## src/rtl/mem_wb_stage.sv

```systemverilog
// MEM/WB pipeline register: write-back source select, stall/flush/load-wait handling, retire counter.
// Optional forwarding-hit outputs are enabled by defining WB_FORWARD_EN.
module mem_wb_stage #(
    parameter int DATA_W = 16,
    parameter int ADDR_W = 3,
    parameter int OP_W   = 3
) (
    input  logic              clk_50MHz,
    input  logic              rst,
    input  logic              in_valid,
    input  logic [OP_W-1:0]   in_reg_op,
    input  logic [ADDR_W-1:0] in_wb_addr,
    input  logic [1:0]        in_wb_src,
    input  logic [DATA_W-1:0] in_alu_result,
    input  logic [DATA_W-1:0] in_mem_data,
    input  logic [DATA_W-1:0] in_pc,
    input  logic              mem_ack,
    input  logic              stall,
    input  logic              flush,
    input  logic [ADDR_W-1:0] rd_A_addr,
    input  logic [ADDR_W-1:0] rd_B_addr,
    output logic [ADDR_W-1:0] wb_addr,
    output logic [DATA_W-1:0] wb_data,
    output logic [OP_W-1:0]   reg_op,
    output logic              wb_busy,
    output logic              fwd_A_hit,
    output logic              fwd_B_hit,
    output logic [15:0]       retire_count
);

    localparam logic [OP_W-1:0] OP_NOP  = '0;
    localparam logic [OP_W-1:0] OP_REG  = OP_W'(1);
    localparam logic [OP_W-1:0] OP_LAST = OP_W'(5);

    typedef enum logic [1:0] {
        SRC_ALU  = 2'b00,
        SRC_MEM  = 2'b01,
        SRC_LINK = 2'b10,
        SRC_ALT  = 2'b11
    } wb_src_e;

    logic [DATA_W-1:0] sel_data;
    logic [OP_W-1:0]   legal_op;

    always_comb begin
        // NOTE: default assignment first so every path drives sel_data and no latch is inferred.
        sel_data = in_alu_result;
        case (wb_src_e'(in_wb_src))
            SRC_MEM:  sel_data = in_mem_data;
            SRC_LINK: sel_data = in_pc + DATA_W'(1);
            default:  sel_data = in_alu_result;
        endcase
    end

    // Encodings beyond RA are not destinations; they retire as a NOP.
    assign legal_op = (in_reg_op > OP_LAST) ? OP_NOP : in_reg_op;

    // Gated by rst so a pending load request drops the moment reset asserts.
    assign wb_busy = rst & in_valid & (in_wb_src == SRC_MEM) & ~mem_ack & ~flush;

    always_ff @(posedge clk_50MHz or negedge rst) begin
        if (!rst) begin
            reg_op       <= OP_NOP;
            wb_addr      <= '0;
            wb_data      <= '0;
            retire_count <= '0;
        end else if (flush) begin
            // NOTE: non-blocking assignments keep every register sampling pre-edge values.
            reg_op  <= OP_NOP;
            wb_addr <= '0;
            wb_data <= '0;
        end else if (stall) begin
            reg_op <= reg_op;
        end else if (wb_busy) begin
            reg_op <= OP_NOP;
        end else if (in_valid) begin
            reg_op       <= legal_op;
            wb_addr      <= in_wb_addr;
            wb_data      <= sel_data;
            retire_count <= retire_count + 16'd1;
        end else begin
            reg_op <= OP_NOP;
        end
    end

`ifdef WB_FORWARD_EN
    assign fwd_A_hit = (reg_op == OP_REG) & (wb_addr == rd_A_addr);
    assign fwd_B_hit = (reg_op == OP_REG) & (wb_addr == rd_B_addr);
`else
    logic unused_rd;
    assign unused_rd = ^{rd_A_addr, rd_B_addr, OP_REG};
    assign fwd_A_hit = 1'b0;
    assign fwd_B_hit = 1'b0;
`endif

endmodule

```

## config.mk

```make
export PLATFORM = sky130hd
export DESIGN_NAME = mem_wb_stage
export DESIGN_NICKNAME = d
export VERILOG_FILES = /design/src/rtl/mem_wb_stage.sv
export SDC_FILE = /design/constraint.sdc
export NUM_CORES = 1
export LEC_CHECK = 0
export ABC_AREA = 1
export BUFFER_PORTS_ARGS = -buffer_cell sky130_fd_sc_hd__buf_4
export CAP_MARGIN = 20
export CORE_MARGIN = 8
export CORE_UTILIZATION = 47
export DETAILED_ROUTE_END_ITERATION = 8
export GPL_TIMING_DRIVEN = 0
export PLACE_DENSITY = 0.88
export SYNTH_ARGS = -nofsm -noshare
export SYNTH_HDL_FRONTEND = slang
export SYNTH_SLANG_ARGS = --single-unit
```

## constraint.sdc

```tcl
create_clock -name clk_50MHz -period 4.11 [get_ports clk_50MHz]
set_clock_uncertainty 0.05 [all_clocks]
set_input_delay 0.411 -clock clk_50MHz [delete_from_list [all_inputs] [get_ports clk_50MHz]]
set_output_delay 0.411 -clock clk_50MHz [all_outputs]
set_load 0.02 [all_outputs]
```

* Word-level counts from Yosys, hierarchy flattened
Index checks and enable logic that the tools add are counted.
** Storage, ports and cells
- Bits in read-only memories :: 0
- Memories kept :: 0
- Output and inout port bits :: 41
- Bits in latches :: 0
- Register bits after elaboration :: 38
- RAM bits :: 0
** Cells by class
- Bitwise gates (word level) :: 8
- Divide/modulo/power cells :: 0
- Equal/unequal tests :: 4
- Multipliers :: 0
- Magnitude comparators :: 1
- Shifts and indexed selects :: 0
- Reductions and logical operators :: 3
- Multiplexer cells :: 14
- Add/subtract/negate cells :: 2
** Operator list (number)
- 2-to-1 mux 16 bit :: 4
- adder 16 x 1 -> 16 bit, second input constant :: 2
- one-hot mux 16 bit (2 select lines) :: 1
- 2-to-1 mux 3 bit :: 9
- AND 1 bit :: 4
- NOT 1 bit :: 4
- AND reduction 4 bit :: 1
- > comparator 3 bit, second input constant :: 1
- AND reduction 3 bit :: 1
- equality test 2 x 1 -> 1 bit, second input constant :: 1
- equality test 2 bit, second input constant :: 1
- != test 2 x 1 -> 1 bit, second input constant :: 1
- != test 2 bit, second input constant :: 1
- nonzero test 2 bit :: 1

* Depth between registers and ports, before layout
- Depth after elaboration :: 7
- Mapped depth :: 10
- Gate-level depth less buffers :: 10

* Worst setup path after synthesis
No wires, ideal clock.
- Path kind :: input -> output
- Start point :: input in_wb_src[1]
- End point :: output wb_busy
- Slack :: 2521 ps
- Data arrival time :: 1128 ps
- Cell stages on the path :: 5
- Cells stage by stage :: inv_1 -> ha_1 -> buf_4 -> nand4_4 -> nor2_1
** Between the ends
- Word-level cells in the longest chain between the ends :: 4
** RTL lines
- start, declared :: line 13 : input logic [1:0] in_wb_src,
- equality test 2 x 1 -> 1 bit :: line 59 : assign wb_busy = rst & in_valid & (in_wb_src == SRC_MEM) & ~mem_ack & ~flush;
- AND 1 bit (3 in a row) :: line 59
- end, declared :: line 25 : output logic wb_busy,
No other way between the ends.

* Final worst setup path
- Start point :: input rst
- End point :: output wb_busy
** Between the ends
- Word-level cells in the longest chain between the ends :: 4
** RTL lines
- start, declared :: line 9 : input logic rst,
- AND 1 bit (4 in a row) :: line 59
No other way between the ends.

==> impl_table.tex <==
\begin{tabular}{lr}
\hline
Metric & Value \\
\hline
\multicolumn{2}{l}{\textbf{Run status}} \\
Run status & complete, no violations \\
\multicolumn{2}{l}{\textbf{Clock tree}} \\
Clock tree sinks & 38 \\
Total clock buffers created by CTS & 5 \\
CTS tree & done \\
Post-CTS Setup Inserts & 0 \\
Clock-pin slew on the worst setup and hold paths & around 0.07 ns \\
Root buf cell & sky130\_fd\_sc\_hd\_\_clkbuf\_8 \\
Number of buffers added to fix hold violations after cts & 0 \\
Longest Clk Path Bufs & 2 \\
Clock insertion delay at the later pin of the skew report & just under 0.3 ns \\
CTS resizes & 0 \\
Clock H-tree levels & 2 \\
\multicolumn{2}{l}{\textbf{Worst setup path}} \\
Arrival time of data at the critical path endpoint & 1.28 ns \\
Number of cells on the worst reg-to-reg path & 8 \\
Startpoint type of the worst setup path & input port \\
Worst-path maximum fanout & 39 \\
Worst endpoint required time & roughly 3.7 ns \\
Endpoint of the most critical register-to-register path & retire\_count[14] \\
Start point of the critical path & rst \\
Critical setup path kind & input port to output pin \\
Critical path capture point type & output pin \\
Flop2flop setup slack & around 2.6 ns \\
RR Startpoint & retire\_count[1] \\
\multicolumn{2}{l}{\textbf{Pwr}} \\
Share of power burned in the clock network & between 20 and 25\% \\
Switching portion of total power & a little over a third \\
Maximum ir drop on the vdd rail & roughly 0.14 mV \\
Power share of the combinational group & between 30\% and 40\% \\
Power consumption & 0.00108 W \\
Int Power & $\sim$0.00070 W \\
Power share of the sequential group & between 40\% and 50\% \\
Power Density & approximately 310 nW/um\^{}2 \\
Net switching power & $\sim$0.00038 W \\
Leakage component of the power & around 1.8 nW \\
\multicolumn{2}{l}{\textbf{Timing}} \\
Highest attainable clock frequency & 574 MHz \\
TNS Setup & 0 ns \\
Final setup fails & 0 \\
Setup repair after global routing missed its margin & false \\
Final period utilization & around 42\% \\
WHS & $\sim$0.029 ns \\
Slew Limit Fails & 0 \\
Minimum clock period after layout & $\sim$1.7 ns \\
Final hold vios & 0 \\
\multicolumn{2}{l}{\textbf{Placement}} \\
Weighted congestion reported at the end of routability-driven placement & $\sim$0.9 \\
Post-placement cell area & between 3000 and 4000 um\^{}2 \\
Port buffer count & 100 \\
Post-DP HPWL & 6100 um \\
\multicolumn{2}{l}{\textbf{Synthesis}} \\
Register area share after synthesis & between 30\% and 40\% \\
Post-synthesis cell area & between 2000 and 2500 um\^{}2 \\
Gate Count Post-Synth & 356 \\
Cells taking the most area after synthesis & sky130\_fd\_sc\_hd\_\_dfrtp\_1 38\%, sky130\_fd\_sc\_hd\_\_nand2\_1 17\%, sky130\_fd\_sc\_hd\_\_nor2\_1 6.8\% \\
Proportion of synthesized flip-flops having asynchronous set or reset & 100\% \\
Post-synth cell types & 33 \\
Warning count from the yosys run & 0 \\
Fraction of post-synthesis cell area in the top cell type by area & between 30\% and 40\% \\
Count of flip-flops with a built-in enable after synthesis & 0 \\
Synth area leader & sky130\_fd\_sc\_hd\_\_dfrtp\_1 \\
Post-synth top flop & sky130\_fd\_sc\_hd\_\_dfrtp\_1 \\
Synthesized area divided by synthesized cell count & approximately 7 um\^{}2 \\
Total of flip-flops plus latches after synthesis & 38 \\
\multicolumn{2}{l}{\textbf{Finish}} \\
Most frequent standard cell in the layout excluding fill and tap cells & sky130\_fd\_sc\_hd\_\_nand2\_1 \\
Final antenna diode count & 0 \\
NumNets Final & roughly 540 \\
Fraction of layout instances using a drive strength above 1 & slightly below 30\% \\
Layout overhead on the synthesized area & 37.5\% \\
Top library cells by usage in the layout, fill and taps aside & 114 x sky130\_fd\_sc\_hd\_\_nand2\_1, 104 x sky130\_fd\_sc\_hd\_\_buf\_4, 45 x sky130\_fd\_sc\_hd\_\_nor2\_1, 38 x sky130\_fd\_sc\_hd\_\_dfrtp\_1, 28 x sky130\_fd\_sc\_hd\_\_inv\_1 \\
Final Cell Area & between 3000 and 4000 um\^{}2 \\
\multicolumn{2}{l}{\textbf{Floorplanning}} \\
Std-Cell Core Area & a little over 5000 um\^{}2 \\
Starting density of the core & between 40\% and 50\% \\
Horiz. Die Dim & between 80 and 90 um \\
DIE AREA & 7900 um\^{}2 \\
Die Span Y & between 80 and 90 um \\
Count of pins on the block boundary & 109 \\
Standard-cell rows & 26 \\
\multicolumn{2}{l}{\textbf{Detailed routing}} \\
Vias per std cell & between 5 and 6 \\
DRT Wirelength & 7610 um \\
Number of detailed-route iterations in the first pass & 6 \\
Detail-routed net length per standard cell & 14.2 um \\
Number of remaining DRC errors & 0 \\
Total number of vias & 2734 \\
Final ANT Viol Nets & 0 \\
Iter 0 DRT Violations & roughly 170 \\
\multicolumn{2}{l}{\textbf{Global route}} \\
Overflow left after global routing & 0 \\
Wire length of the first global-routing pass & roughly 13000 um \\
Pin count of the biggest net entering global routing & 40 \\
Vias in the first global route & between 2000 and 3000 \\
Total global routing track utilization & between 20\% and 30\% \\
Antenna violations before repair & 0 \\
\multicolumn{2}{l}{\textbf{Worst hold path}} \\
HP Class & input port to async pin \\
\multicolumn{2}{l}{\textbf{Job}} \\
Max\_cap viols & 0 \\
\hline
\end{tabular}
## layout make-up
| class | count | area (um^2) |
|---|---|---|
| Fill cell | 446 | 1670 |
| Multi-Input combinational cell | 275 | 1360 |
| Sequential cell | 38 | 951 |
| Timing Repair Buffer | 100 | 751 |
| Inverter | 32 | 123 |
| Tap cell | 70 | 87.6 |
| Clock buffer | 6 | 82.6 |
| Buffer | 12 | 66.3 |
| Clock inverter | 2 | 12.5 |
## kinds of logic (layout without fill, tap and decap cells)
logic type | count (synthesis) | after routing | synth area share, %
buffers and inverters | 44 | 152 | 7.57
other | 1 | 2 | 0.150
DFF | 38 | 38 | 38.1
adders and majority gates | 4 | 4 | 2.00
AOI/OAI and AO/OA | 50 | 50 | 11.0
and+or+nand+nor | 208 | 208 | 37.3
xor gates and xnor gates | 11 | 11 | 3.86
## power groups by stage
stage / Sequential [W] / Clock (W) / Combinational, W
final: 0.000464 / 0.000264 / 0.000353
after global routing: 0.000470 / 0.000286 / 0.000388
after CTS: 0.000463 / 0.000270 / 0.000355
after detailed placement: 0.000469 / 0 / 0.000354
after global placement: 0.000468 / 0 / 0.000345
after floorplan: 0.000511 / 0 / 0.000140
## Yosys cell counts, types with 2 or more instances
master	count
sky130_fd_sc_hd__a21oi_1	19
sky130_fd_sc_hd__a22o_1	3
sky130_fd_sc_hd__buf_2	5
sky130_fd_sc_hd__buf_4	4
sky130_fd_sc_hd__clkbuf_1	2
sky130_fd_sc_hd__dfrtp_1	38
sky130_fd_sc_hd__ha_1	4
sky130_fd_sc_hd__inv_1	28
sky130_fd_sc_hd__inv_2	3
sky130_fd_sc_hd__nand2_1	114
sky130_fd_sc_hd__nand2_2	3
sky130_fd_sc_hd__nand3_1	25
sky130_fd_sc_hd__nand3b_1	2
sky130_fd_sc_hd__nand4_1	6
sky130_fd_sc_hd__nor2_1	45
sky130_fd_sc_hd__nor2_2	2
sky130_fd_sc_hd__nor2_4	4
sky130_fd_sc_hd__nor3_1	2
sky130_fd_sc_hd__nor3_2	2
sky130_fd_sc_hd__o21ai_0	22
sky130_fd_sc_hd__o21bai_1	2
sky130_fd_sc_hd__xnor2_1	3
sky130_fd_sc_hd__xor2_1	8
## flip-flops by register name, summed over array words and instances (netlist names)
signal	count
retire_count	16
wb_data	16
reg_op	3
wb_addr	3
## layer usage
metal,share of wire [%],GRT usage [%]
met4,1.5,5.38
met1,42,25.0
met5,0,0
met3,8.4,4.87
met2,48,34.2
## through the flow
step                setup slack (ns)  cells  util, %
floorplan                       2.52    357        -
global placement                2.25    527     65.4
detailed placement              2.22    527     65.4
CTS                             2.33    535     67.2
global route                    2.22    535     67.2
finish                          2.37    535     67.2
## worst max-delay path, cell delays in order
cell and delay [ns]:
sky130_fd_sc_hd__buf_4 0.41, sky130_fd_sc_hd__nand4_4 0.17, sky130_fd_sc_hd__nor2_1 0.13, sky130_fd_sc_hd__buf_4 0.15
## how the worst max path moves through the flow
stage                  to  slack, ns  depth (start not counted)
2_1_floorplan     wb_busy       2.52                          5
3_3_place_gp   wb_data[0]       2.25                          8
3_5_place_dp   wb_data[0]       2.22                          8
4_1_cts           wb_busy       2.33                          4
5_1_grt           wb_busy       2.22                          4
6_report          wb_busy       2.37                          4
Note: power is estimated with default switching activity, not from simulation.
